<file path="config.mk">
export PLATFORM = sky130hd
export DESIGN_NAME = sd_req_arbiter
export DESIGN_NICKNAME = d
export VERILOG_FILES = /design/src/rtl/sd_req_arbiter.sv
export SDC_FILE = /design/constraint.sdc
export NUM_CORES = 1
export LEC_CHECK = 0
export CAP_MARGIN = 20
export CORE_UTILIZATION = 40
export DETAILED_ROUTE_END_ITERATION = 8
export PLACE_DENSITY = 0.87
export SLEW_MARGIN = 30
export SYNTH_ARGS = -nofsm -noshare
export SYNTH_HDL_FRONTEND = slang
export SYNTH_SLANG_ARGS = --single-unit
</file>
<file path="constraint.sdc">
create_clock -name clk_sys -period 6 [get_ports clk_sys]
set_clock_uncertainty 0.05 [all_clocks]
set_input_delay 1.2 -clock clk_sys [delete_from_list [all_inputs] [get_ports clk_sys]]
set_output_delay 1.2 -clock clk_sys [all_outputs]
set_load 0.01 [all_outputs]
</file>
<file path="src/rtl/sd_req_arbiter.sv">
// sd_req_arbiter: shares one hps_io virtual-disk channel among NUM_REQ
// block-device clients with round-robin grants. It latches each client's
// read/write requests, presents the winner's LBA and command, and routes
// sd_ack and the write data between hps_io and the granted client only.
module sd_req_arbiter #(
  parameter int unsigned NUM_REQ = 3,
  parameter int unsigned TIMEOUT = 0,
  parameter int unsigned TW      = 24
) (
  input  logic                   clk_sys,
  input  logic                   reset,
  input  logic [32*NUM_REQ-1:0]  req_lba,
  input  logic [NUM_REQ-1:0]     req_rd,
  input  logic [NUM_REQ-1:0]     req_wr,
  output logic [NUM_REQ-1:0]     req_ack,
  input  logic [8*NUM_REQ-1:0]   req_buff_din,
  output logic [31:0]            sd_lba,
  output logic                   sd_rd,
  output logic                   sd_wr,
  input  logic                   sd_ack,
  output logic [7:0]             sd_buff_din,
  output logic [1:0]             grant,
  output logic                   busy,
  output logic                   timeout_err
);

  typedef enum logic [1:0] {S_IDLE, S_ISSUE, S_XFER, S_DONE} state_t;

  state_t               r_state;
  state_t               w_state_nxt;
  logic [NUM_REQ-1:0]   r_pend_rd;
  logic [NUM_REQ-1:0]   r_pend_wr;
  logic [1:0]           r_ptr;
  logic [1:0]           r_grant;
  logic [31:0]          r_lba;
  logic                 r_sd_rd;
  logic                 r_sd_wr;
  logic                 r_busy;
  logic                 r_to_err;
  logic                 r_old_ack;
  logic                 r_is_wr;
  logic [TW-1:0]        r_cnt;

  logic [NUM_REQ-1:0]   w_pend;
  logic [NUM_REQ-1:0]   w_clr_rd;
  logic [NUM_REQ-1:0]   w_clr_wr;
  logic [1:0]           w_sel;
  logic                 w_any;
  logic                 w_ack_rise;
  logic                 w_timeout;
  int unsigned          w_idx;

  assign w_pend     = r_pend_rd | r_pend_wr;
  assign w_ack_rise = sd_ack & ~r_old_ack;

  // Command watchdog: abort when no ack rise arrives within TIMEOUT cycles.
  if (TIMEOUT != 0) begin : g_timeout
    assign w_timeout = (r_state == S_ISSUE) && !w_ack_rise &&
                       (r_cnt == TW'(TIMEOUT - 1));
  end else begin : g_no_timeout
    assign w_timeout = 1'b0;
  end

  // Round-robin pick: first pending client at or after the pointer.
  always_comb begin
    w_sel = 2'd0;
    w_any = 1'b0;
    w_idx = 0;
    for (int unsigned k = 0; k < NUM_REQ; k++) begin
      w_idx = (32'(r_ptr) + k) % NUM_REQ;
      if (!w_any && w_pend[w_idx]) begin
        w_sel = 2'(w_idx);
        w_any = 1'b1;
      end
    end
  end

  // State register.
  always_ff @(posedge clk_sys) begin
    if (reset) r_state <= S_IDLE;
    else       r_state <= w_state_nxt;
  end

  // Next-state logic.
  always_comb begin
    w_state_nxt = r_state;
    case (r_state)
      S_IDLE:  if (w_any) w_state_nxt = S_ISSUE;
      S_ISSUE: begin
        if (w_ack_rise)     w_state_nxt = S_XFER;
        else if (w_timeout) w_state_nxt = S_DONE;
      end
      S_XFER:  if (!sd_ack) w_state_nxt = S_DONE;
      S_DONE:  w_state_nxt = S_IDLE;
      default: w_state_nxt = S_IDLE;
    endcase
  end

  // Output decode: pending clears, ack routing and write-data mux.
  always_comb begin
    w_clr_rd    = '0;
    w_clr_wr    = '0;
    req_ack     = '0;
    sd_buff_din = 8'd0;
    if (r_state == S_ISSUE && (w_ack_rise || w_timeout)) begin
      if (r_is_wr) w_clr_wr[r_grant] = 1'b1;
      else         w_clr_rd[r_grant] = 1'b1;
    end
    // A stale ack never reaches a client; only a rise seen in ISSUE opens the window.
    if (r_state == S_XFER || (r_state == S_ISSUE && w_ack_rise))
      req_ack[r_grant] = sd_ack;
    if (r_is_wr && (r_state == S_ISSUE || r_state == S_XFER))
      sd_buff_din = req_buff_din[8*r_grant +: 8];
  end

  // Registered datapath: pending bits, grant capture, command and status flags.
  always_ff @(posedge clk_sys) begin
    if (reset) begin
      r_pend_rd <= '0;
      r_pend_wr <= '0;
      r_ptr     <= 2'd0;
      r_grant   <= 2'd0;
      r_lba     <= 32'd0;
      r_sd_rd   <= 1'b0;
      r_sd_wr   <= 1'b0;
      r_busy    <= 1'b0;
      r_to_err  <= 1'b0;
      r_old_ack <= 1'b1;
      r_is_wr   <= 1'b0;
      r_cnt     <= '0;
    end else begin
      r_old_ack <= sd_ack;
      r_to_err  <= 1'b0;
      // A request landing on the clear cycle survives because the OR is applied last.
      r_pend_rd <= (r_pend_rd & ~w_clr_rd) | req_rd;
      r_pend_wr <= (r_pend_wr & ~w_clr_wr) | req_wr;
      case (r_state)
        S_IDLE: begin
          if (w_any) begin
            r_grant <= w_sel;
            r_lba   <= req_lba[32*w_sel +: 32];
            r_busy  <= 1'b1;
            r_is_wr <= ~r_pend_rd[w_sel];
            r_sd_rd <= r_pend_rd[w_sel];
            r_sd_wr <= ~r_pend_rd[w_sel];
            r_cnt   <= '0;
          end
        end
        S_ISSUE: begin
          if (w_ack_rise) begin
            r_sd_rd <= 1'b0;
            r_sd_wr <= 1'b0;
          end else if (w_timeout) begin
            r_sd_rd  <= 1'b0;
            r_sd_wr  <= 1'b0;
            r_busy   <= 1'b0;
            r_to_err <= 1'b1;
          end else begin
            r_cnt <= r_cnt + TW'(1);
          end
        end
        S_XFER: begin
          if (!sd_ack) r_busy <= 1'b0;
        end
        S_DONE: begin
          r_ptr <= (32'(r_grant) == NUM_REQ - 1) ? 2'd0 : r_grant + 2'd1;
        end
        default: ;
      endcase
    end
  end

  assign sd_lba      = r_lba;
  assign sd_rd       = r_sd_rd;
  assign sd_wr       = r_sd_wr;
  assign grant       = r_grant;
  assign busy        = r_busy;
  assign timeout_err = r_to_err;

endmodule

</file>
==> flow_summary.ini, run 1 <==
[synth]
yosysTopAreaCell = dfxtp_1
syn_nets = 446
syn-cell-area_um2 = 2890
synth_top_area_share_pct = 33.9
synth-main-ff-cell = dfxtp_1
avgSynthCellArea_um2 = 9.35
synth_seq_cells = 49
yosysWarnings = 0
seq_area_frac_synth_pct = 33.9
yosysUniqueCellTypes = 56
async_flop_share_pct = 0
ys_top_cells_by_area = dfxtp_1, a32o_1, a221o_1, nor2_1, mux2i_1
synth-edff-count = 0
postSynthCellCount = 309

[setup_path]
worstSetupEndpointType = output port
cp_slowest_cell = clkdlybuf4s50_1
cp_slowest_stage_delay_ns = 0.56
r2r_cells = 8
r2r_end = sd_lba[4]
crit_type = in -> out
reg2reg_slack_ns = 3.00
required_ns = 4.75
r2r-start = r_ptr[0]
critPathArrivalTime_ns = 2.70
path_max_fanout = 6
worstPathBufferInverterCount = 2
cp_cell_sequence = clkdlybuf4s50_1 > o21ai_0 > nor3_1 > clkdlybuf4s50_1
path_delay_family = buffers and inverters
crit_top_cell = clkdlybuf4s50_1
startpoint_type = primary input

[detailed_routing]
dr_wl_met2_mm = 4.95
vias = 3295
antenna_left = 0
drtIter0Drc = 255
met3_length_um = 607
wl_met1_mm = 3.98
wl_per_cell_um = 17.4
top_layer = met4
dr.pass1.iters = 5
drt-vias-per-instance = 5.82
drt_wl_total_mm = 9.83
drc = 0

[cts]
worstSkewPairLatency_ns = 0.30
postCtsSetupBuffers = 0
cts_sinks = 49
h-tree-depth = 2
cts_tree = yes
root_buffer = clkbuf_8
ctsResizeCount = 0
clk_pin_slew_worst_paths_ns = 0.10
cts_buffers = 5
cts_hold_buf = 0
cts_buffer_depth = 2

[grt]
grt_pass1_wl_mm = 15.4
grt_pass1_vias = 3260
antenna_found_initial = 0
grt.total_usage_pct = 25.6
grt_overflow = 0
grt_max_degree = 33

[sta]
hold_violations = 0
rsz0062_at_grt = no
layout_min_cycle_time_ns = 3.95
maxSlewViolCount = 0
fin_crit_sh_pct = 65.8
worst_hold_slack_ns = 0.426
tightest_slew_ns = 0.769
setup_viol = 0
tns_ns = 0
slew-limit-headroom_pct = 48.5
fin_ws_ns = 2.05
fmax_ghz = 0.253

[cells_and_area]
layout.cells.non_filler = 566
num-fill-cells = 546
drive_above_1_share_pct = 5.74
num_antenna_cells = 0
nets = 606
area_growth_pct = 64.5

[placed_design]
numPortBuffers = 176
pre_cts_slack_ns = 2.05
place_inst = 558
gp_congestion = 0.867
place_hpwl_mm = 7.40

[die]
rows = 30
dieArea_um2 = 7570
die_h_um = 87.0
die_w_um = 87.0
coreArea_um2 = 6870
io_pins = 178
initial_core_util_pct = 42.1

[worst_hold_path]
hold_end = sd_wr
hold_path.class = reg -> reg
hp-start = sd_wr
hold_path_depth = 1

[flow_run]
maxCapViolations = 0

[power_and_ir_drop]
seq_power_share_pct = 32.1
power_mw = 1.65
pwr-share-clk_pct = 15.2
power_density_nw_per_um2 = 348
p_int_mw = 1.04
p_leak_nw = 1.73
peakVddDrop_mv = 0.169
switching_power_mw = 0.614
comb_power_share_pct = 52.6
swShare_pct = 37.1

[outcome]
status = finished, final reports clean
[logic make-up (layout without fill, tap and decap cells)]
kind of cell	count (synthesis)	in the layout	share of synthesized area [%]
AO/OA/AOI/OAI	122	122	37.4
adder cells (fa/ha/maj)	8	8	3.46
buffers and inverters	44	205	8.27
flip-flops	49	49	33.9
multiplexers	11	11	3.81
other	1	1	0.130
AND/OR/NAND/NOR	74	74	12.9
[metal layers]
metal	GRT usage [%]	vias to the layer above
met4	10.9	0
met3	5.40	31
met5	0	-
met1	30.9	1566
li1	-	1546
met2	44.0	152
[layout by cell type (no fill, tap or decap), types with 2 or more instances in the layout]
cell             Yosys  final
nor2b_1              2      2
dfxtp_1             49     49
nand3b_1             2      2
o21ai_0              8      8
a32o_1              34     34
o22ai_1              2      2
nor3b_1              2      2
clkbuf_8             0      6
ha_1                 8      8
o32a_1               2      2
a221oi_1             2      2
a21oi_1             18     18
inv_1               18     18
o211ai_1             3      3
nor3_1               6      6
o31ai_1              2      2
clkdlybuf4s50_1      0    176
nand2_1              9      9
o32ai_1              2      2
or2_2                2      2
a221o_1             31     31
nor2_2               1      2
mux2i_1             11     11
and3_1               2      2
and2_1               3      3
a311oi_1             2      2
nand4_1              2      2
buf_4                2      3
nor2_1              34     33
[power by group through the flow]
stage | logic [mW] | registers [mW] | clock network [mW]
floorplan | 0.447 | 0.555 | 0
global placement | 0.845 | 0.533 | 0
detailed placement | 0.865 | 0.538 | 0
CTS | 0.869 | 0.532 | 0.257
global route | 0.938 | 0.546 | 0.271
finish | 0.870 | 0.531 | 0.252
[layout make-up]
cell class / count / area [um^2] / share of cell area (%)
Multi-Input combinational cell: 216 / 1680 / 35.4
Timing Repair Buffer: 179 / 1780 / 37.5
Clock inverter: 2 / 37.5 / 0.790
Inverter: 18 / 67.6 / 1.42
Sequential cell: 49 / 981 / 20.6
Clock buffer: 6 / 82.6 / 1.74
Tap cell: 96 / 120 / 2.53
[registers in the layout, indices dropped and copies added (netlist names)]
register	cells
busy	1
grant	2
r_is_wr	1
r_old_ack	1
r_pend_rd	3
r_pend_wr	3
r_ptr	2
r_state	2
sd_lba	32
sd_rd	1
sd_wr	1
[how the worst max path moves through the flow]
stage	from	to	slack [ns]	cells after the start
floorplan	sd_ack	req_ack[0]	3.17	2
global placement	sd_ack	req_ack[0]	2.11	4
detailed placement	sd_ack	req_ack[0]	2.05	4
CTS	sd_ack	req_ack[0]	2.05	4
global route	sd_ack	req_ack[0]	1.99	4
finish	sd_ack	req_ack[0]	2.05	4
[cell usage after synthesis (2+ instances only)]
| library cell | count |
|---|---|
| nor2_1 | 34 |
| dfxtp_1 | 49 |
| clkbuf_1 | 9 |
| nor2b_1 | 2 |
| nor3b_2 | 2 |
| a21oi_1 | 18 |
| a32o_1 | 34 |
| or2_2 | 2 |
| a311oi_1 | 2 |
| a221oi_1 | 2 |
| nand3b_1 | 2 |
| o31ai_1 | 2 |
| ha_1 | 8 |
| o22ai_1 | 2 |
| buf_6 | 8 |
| nand4_1 | 2 |
| o211ai_1 | 3 |
| and2_1 | 3 |
| nand2_1 | 9 |
| nor3_1 | 6 |
| o32ai_1 | 2 |
| mux2i_1 | 11 |
| buf_1 | 2 |
| and3_1 | 2 |
| nor3b_1 | 2 |
| a221o_1 | 31 |
| o21ai_0 | 8 |
| buf_4 | 2 |
| buf_2 | 5 |
| inv_1 | 18 |
| o32a_1 | 2 |
[per-stage QoR]
stage / area (um^2) / utilization (%)
floorplan: 2890 / -
global placement: 4630 / 67.4
detailed placement: 4630 / 67.4
CTS: 4750 / 69.2
global route: 4750 / 69.2
finish: 4750 / 69.2
Note: power is estimated with default switching activity, not from simulation.
==> run 2, diff against run 1 <==
--- a/config.mk
+++ b/config.mk
@@ -6,9 +6,9 @@
 export NUM_CORES = 1
 export LEC_CHECK = 0
 export CAP_MARGIN = 20
-export CORE_UTILIZATION = 40
+export CORE_UTILIZATION = 34
 export DETAILED_ROUTE_END_ITERATION = 8
-export PLACE_DENSITY = 0.87
+export PLACE_DENSITY = 0.79
 export SLEW_MARGIN = 30
 export SYNTH_ARGS = -nofsm -noshare
 export SYNTH_HDL_FRONTEND = slang
==> constraint.sdc (replaced) <==
create_clock -name clk_sys -period 3.4 [get_ports clk_sys]
set_clock_uncertainty 0.05 [all_clocks]
set_input_delay 0.68 -clock clk_sys [delete_from_list [all_inputs] [get_ports clk_sys]]
set_output_delay 0.68 -clock clk_sys [all_outputs]
set_load 0.01 [all_outputs]
==> run 2 against run 1 <==
- total power rose by 77%
- combinational power rose by 78%
- critical path type is now reg -> out
- largest cell class unchanged
- global-route usage fell by 3.7 points
==> flow_summary.ini, run 2 (synthesis results as in run 1) <==
[setup_path]
cp_cell_sequence = inv_1 > nor2_1 > a21oi_1 > nor2_1 > clkdlybuf4s50_1
crit_type = reg -> out
required_ns = 2.67
worstSetupEndpointType = output port
r2r_end = sd_lba[27]
r2r_cells = 8
crit_top_cell = nor2_1
r2r-start = r_ptr[0]
cp_slowest_cell = dfxtp_1
worstPathBufferInverterCount = 2
path_delay_family = buffers and inverters
reg2reg_slack_ns = 0.49
path_max_fanout = 14
startpoint_type = flip-flop
cp_slowest_stage_delay_ns = 0.64
critPathArrivalTime_ns = 2.43

[detailed_routing]
drt_wl_total_mm = 10.1
top_layer = met4
dr.pass1.iters = 5
met3_length_um = 500
antenna_left = 0
drt-vias-per-instance = 5.71
drc = 0
vias = 3298
dr_wl_met2_mm = 5.23
wl_met1_mm = 4.16
drtIter0Drc = 156
wl_per_cell_um = 17.5

[placed_design]
numPortBuffers = 176
place_hpwl_mm = 7.83
gp_congestion = 0.832
placed_area_um2 = 4670
pre_cts_slack_ns = 0.497
place_inst = 570

[cts]
clk_pin_slew_worst_paths_ns = 0.10
cts_buffer_depth = 2
cts_buffers = 5
h-tree-depth = 2
postCtsSetupBuffers = 0
cts_tree = yes
cts_hold_buf = 0
ctsResizeCount = 0
worstSkewPairLatency_ns = 0.31
cts_sinks = 49
root_buffer = clkbuf_8

[worst_hold_path]
hold_path.class = reg -> reg
hold_path_depth = 1
hp-start = sd_wr
hold_end = sd_wr

[power_and_ir_drop]
p_leak_nw = 1.75
peakVddDrop_mv = 0.262
power_mw = 2.92
power_density_nw_per_um2 = 611

[sta]
layout_min_cycle_time_ns = 3.16
hold_violations = 0
setup_viol = 0
slew-limit-headroom_pct = 50.9
rsz0062_at_grt = no
tns_ns = 0
fin_crit_sh_pct = 93.1
fin_ws_ns = 0.236
maxSlewViolCount = 0
tightest_slew_ns = 0.736
worst_hold_slack_ns = 0.459
fmax_ghz = 0.316

[die]
die_h_um = 94.2
initial_core_util_pct = 35.2
rows = 33
io_pins = 178
dieArea_um2 = 8870
coreArea_um2 = 8220
die_w_um = 94.2

[grt]
grt_max_degree = 33
grt_overflow = 0
grt_pass1_wl_mm = 15.3
grt.total_usage_pct = 21.9
grt_pass1_vias = 3081
antenna_found_initial = 0

[outcome]
status = finished, final reports clean

[cells_and_area]
layout.cells.non_filler = 578
drive_above_1_share_pct = 5.92
largest_reg_flops = 32
nets = 609
layout_commonest_cell = clkdlybuf4s50_1
final_util_pct = 58.1
area_growth_pct = 65.3
final_cell_mix = clkdlybuf4s50_1, dfxtp_1, a32o_1, nor2_1, a221o_1
num_antenna_cells = 0
fin_area_um2 = 4780

[flow_run]
maxCapViolations = 0
[run 2: final cells by class]
cell class,count,area (um^2)
fill,694,3440
sequential,49,981
timing repair buffer,182,1810
multi-input combinational,216,1680
inverter,18,67.6
clock buffer,6,72.6
clock inverter,2,38.8
tap,105,131
[run 2: per-layer routing]
layer | vias to the layer above | track usage (%)
met5 | - | 0
met4 | 0 | 7.44
met3 | 18 | 5.10
met2 | 116 | 37.3
met1 | 1618 | 26.9
li1 | 1546 | -
[run 2: how the worst max path moves through the flow]
stage             start             end  cells past startpoint
2_1_floorplan  r_ptr[0]       sd_lba[0]                      9
3_3_place_gp     sd_ack      req_ack[0]                      4
3_5_place_dp     sd_ack      req_ack[0]                      4
4_1_cts        grant[0]  sd_buff_din[0]                      5
5_1_grt        grant[0]  sd_buff_din[0]                      5
6_report       grant[0]  sd_buff_din[0]                      5
[run 2: worst reg2reg max path, delay by kind of cell, from the launching register on]
| kind | cells | cell delay [ns] |
|---|---|---|
| adder cells (fa/ha/maj) | 1 | 0.58 |
| AO/OA/AOI/OAI | 4 | 0.85 |
| flip-flops | 1 | 0.37 |
| buffers and inverters | 2 | 0.42 |
| AND/OR/NAND/NOR | 1 | 0.59 |
[run 2: where the power goes]
part           total, mW  internal, mW  switching (mW)
combinational       1.55         0.826           0.723
sequential         0.948         0.776           0.172
clock              0.425         0.221           0.203
==> run 3, diff against run 2 <==
--- a/config.mk
+++ b/config.mk
@@ -6,9 +6,9 @@
 export NUM_CORES = 1
 export LEC_CHECK = 0
 export CAP_MARGIN = 20
-export CORE_UTILIZATION = 34
+export CORE_UTILIZATION = 38
 export DETAILED_ROUTE_END_ITERATION = 8
-export PLACE_DENSITY = 0.79
+export PLACE_DENSITY = 0.83
 export SLEW_MARGIN = 30
 export SYNTH_ARGS = -nofsm -noshare
 export SYNTH_HDL_FRONTEND = slang
==> constraint.sdc (replaced) <==
create_clock -name clk_sys -period 3.49 [get_ports clk_sys]
set_clock_uncertainty 0.05 [all_clocks]
set_input_delay 0.698 -clock clk_sys [delete_from_list [all_inputs] [get_ports clk_sys]]
set_output_delay 0.698 -clock clk_sys [all_outputs]
set_load 0.01 [all_outputs]
==> run 3 against run 2 <==
- combinational power fell by 3%
- total power fell by 0.44%
- non-clock buffer count did not move
- final cell count fell by 1.0%
- clock power rose by 16%
- largest power group unchanged
- flip-flop and latch count did not move
- hold slack got worse by 0.024 ns
- first-iteration DRC count rose by 1.9%
- largest cell class unchanged
- routed wire length fell by 3.2%
- highest routed layer unchanged
==> flow_summary.ini, run 3 (synthesis results as in run 1) <==
[outcome]
status = finished, final reports clean

[cts]
ctsResizeCount = 0
clk_pin_slew_worst_paths_ns = 0.09
worstSkewPairLatency_ns = 0.31
cts_buffer_depth = 2
cts_sinks = 49
postCtsSetupBuffers = 0
root_buffer = clkbuf_8
cts_hold_buf = 0
cts_buffers = 5
cts_tree = yes
h-tree-depth = 2

[sta]
slew-limit-headroom_pct = 52.3
tns_ns = 0
maxSlewViolCount = 0
layout_min_cycle_time_ns = 3.13
tightest_slew_ns = 0.716
fin_crit_sh_pct = 89.7
hold_violations = 0
setup_viol = 0
rsz0062_at_grt = no
fmax_ghz = 0.320
fin_ws_ns = 0.360

[cells_and_area]
drive_above_1_share_pct = 6.34
layout_commonest_cell = clkdlybuf4s50_1
final_cell_mix = clkdlybuf4s50_1, dfxtp_1, a32o_1, nor2_1, a221o_1
largest_reg_flops = 32
fin_area_um2 = 4800
num_antenna_cells = 0
area_growth_pct = 66.0
nets = 609
final_util_pct = 65.8

[setup_path]
cp_cell_sequence = inv_1 > nor2_1 > a21oi_1 > nor2_1 > clkdlybuf4s50_1
r2r-start = r_ptr[0]
cp_slowest_stage_delay_ns = 0.62
r2r_cells = 7
path_max_fanout = 14
critPathArrivalTime_ns = 2.38
reg2reg_slack_ns = 0.65
crit_top_cell = nor2_1
startpoint_type = flip-flop
crit_type = reg -> out
cp_slowest_cell = dfxtp_1
setup.worst_path.start = grant[0]
required_ns = 2.74
worstSetupEndpointType = output port

[grt]
grt_max_degree = 33
antenna_found_initial = 0
grt_pass1_vias = 3083
grt.total_usage_pct = 23.8
grt_pass1_wl_mm = 14.9
grt_overflow = 0

[die]
rows = 31
die_h_um = 89.2
initial_core_util_pct = 39.6
dieArea_um2 = 7960
die_w_um = 89.2
io_pins = 178
coreArea_um2 = 7290

[worst_hold_path]
hp-start = sd_wr
hold_path_depth = 1
hold_path.class = reg -> reg

[flow_run]
maxCapViolations = 0

[power_and_ir_drop]
power_density_nw_per_um2 = 606
comb_power_share_pct = 51.5
p_leak_nw = 1.76
seq_power_share_pct = 31.6
p_int_mw = 1.85
peakVddDrop_mv = 0.300
switching_power_mw = 1.06
pwr-share-clk_pct = 16.9
swShare_pct = 36.4

[detailed_routing]
drtIter0Drc = 159
vias = 3260
dr.pass1.iters = 5
antenna_left = 0
drt_wl_total_mm = 9.79
drc = 0
drt-vias-per-instance = 5.70
wl_per_cell_um = 17.1

[placed_design]
pre_cts_slack_ns = 0.551
numPortBuffers = 176
place_hpwl_mm = 7.49
gp_congestion = 0.870
placed_area_um2 = 4660
run 3: critical path: cells and delay by family, from the launching register on:
kind	cells	cell delay, ns
simple gates	2	0.62
flops	1	0.62
compound gates	1	0.15
buf+inv	2	0.70
run 3: through the flow:
step | cells | hold WS, ns | total power [mW]
after floorplan | 309 | 0.440 | 1.72
after global placement | 564 | 0.417 | 2.38
after detailed placement | 564 | 0.410 | 2.42
after CTS | 572 | 0.437 | 2.91
after global routing | 572 | 0.479 | 3.09
final | 572 | 0.435 | 2.91
run 3: final timing paths:
path | endpoint
max | sd_buff_din[0]
min | sd_wr
max reg2reg | sd_lba[25]
min reg2reg | sd_wr
run 3: final cells by class:
class | instances | area [um^2]
Tap cell | 99 | 124
Fill cell | 630 | 2490
Clock buffer | 5 | 68.8
Inverter | 18 | 67.6
Multi-Input combinational cell | 216 | 1680
Sequential cell | 49 | 981
Clock inverter | 3 | 68.8
Timing Repair Buffer | 182 | 1810
run 3: metal layers:
metal / up-vias / global-route usage, % / share of wire, %
met2: 116 / 41.6 / 53
met3: 13 / 5.36 / 6.4
met1: 1585 / 29.7 / 40
li1: 1546 / - / -
met4: 0 / 6.06 / 1.4
met5: - / 0 / 0
run 3: power by group through the flow:
| stage | Sequential (mW) | Clock, mW | Combinational, mW |
|---|---|---|---|
| 4_1_cts | 0.918 | 0.497 | 1.50 |
| 3_3_place_gp | 0.926 | 0 | 1.46 |
| 6_report | 0.919 | 0.493 | 1.50 |
| 3_5_place_dp | 0.931 | 0 | 1.49 |
| 5_1_grt | 0.948 | 0.521 | 1.62 |
| 2_1_floorplan | 0.955 | 0 | 0.768 |
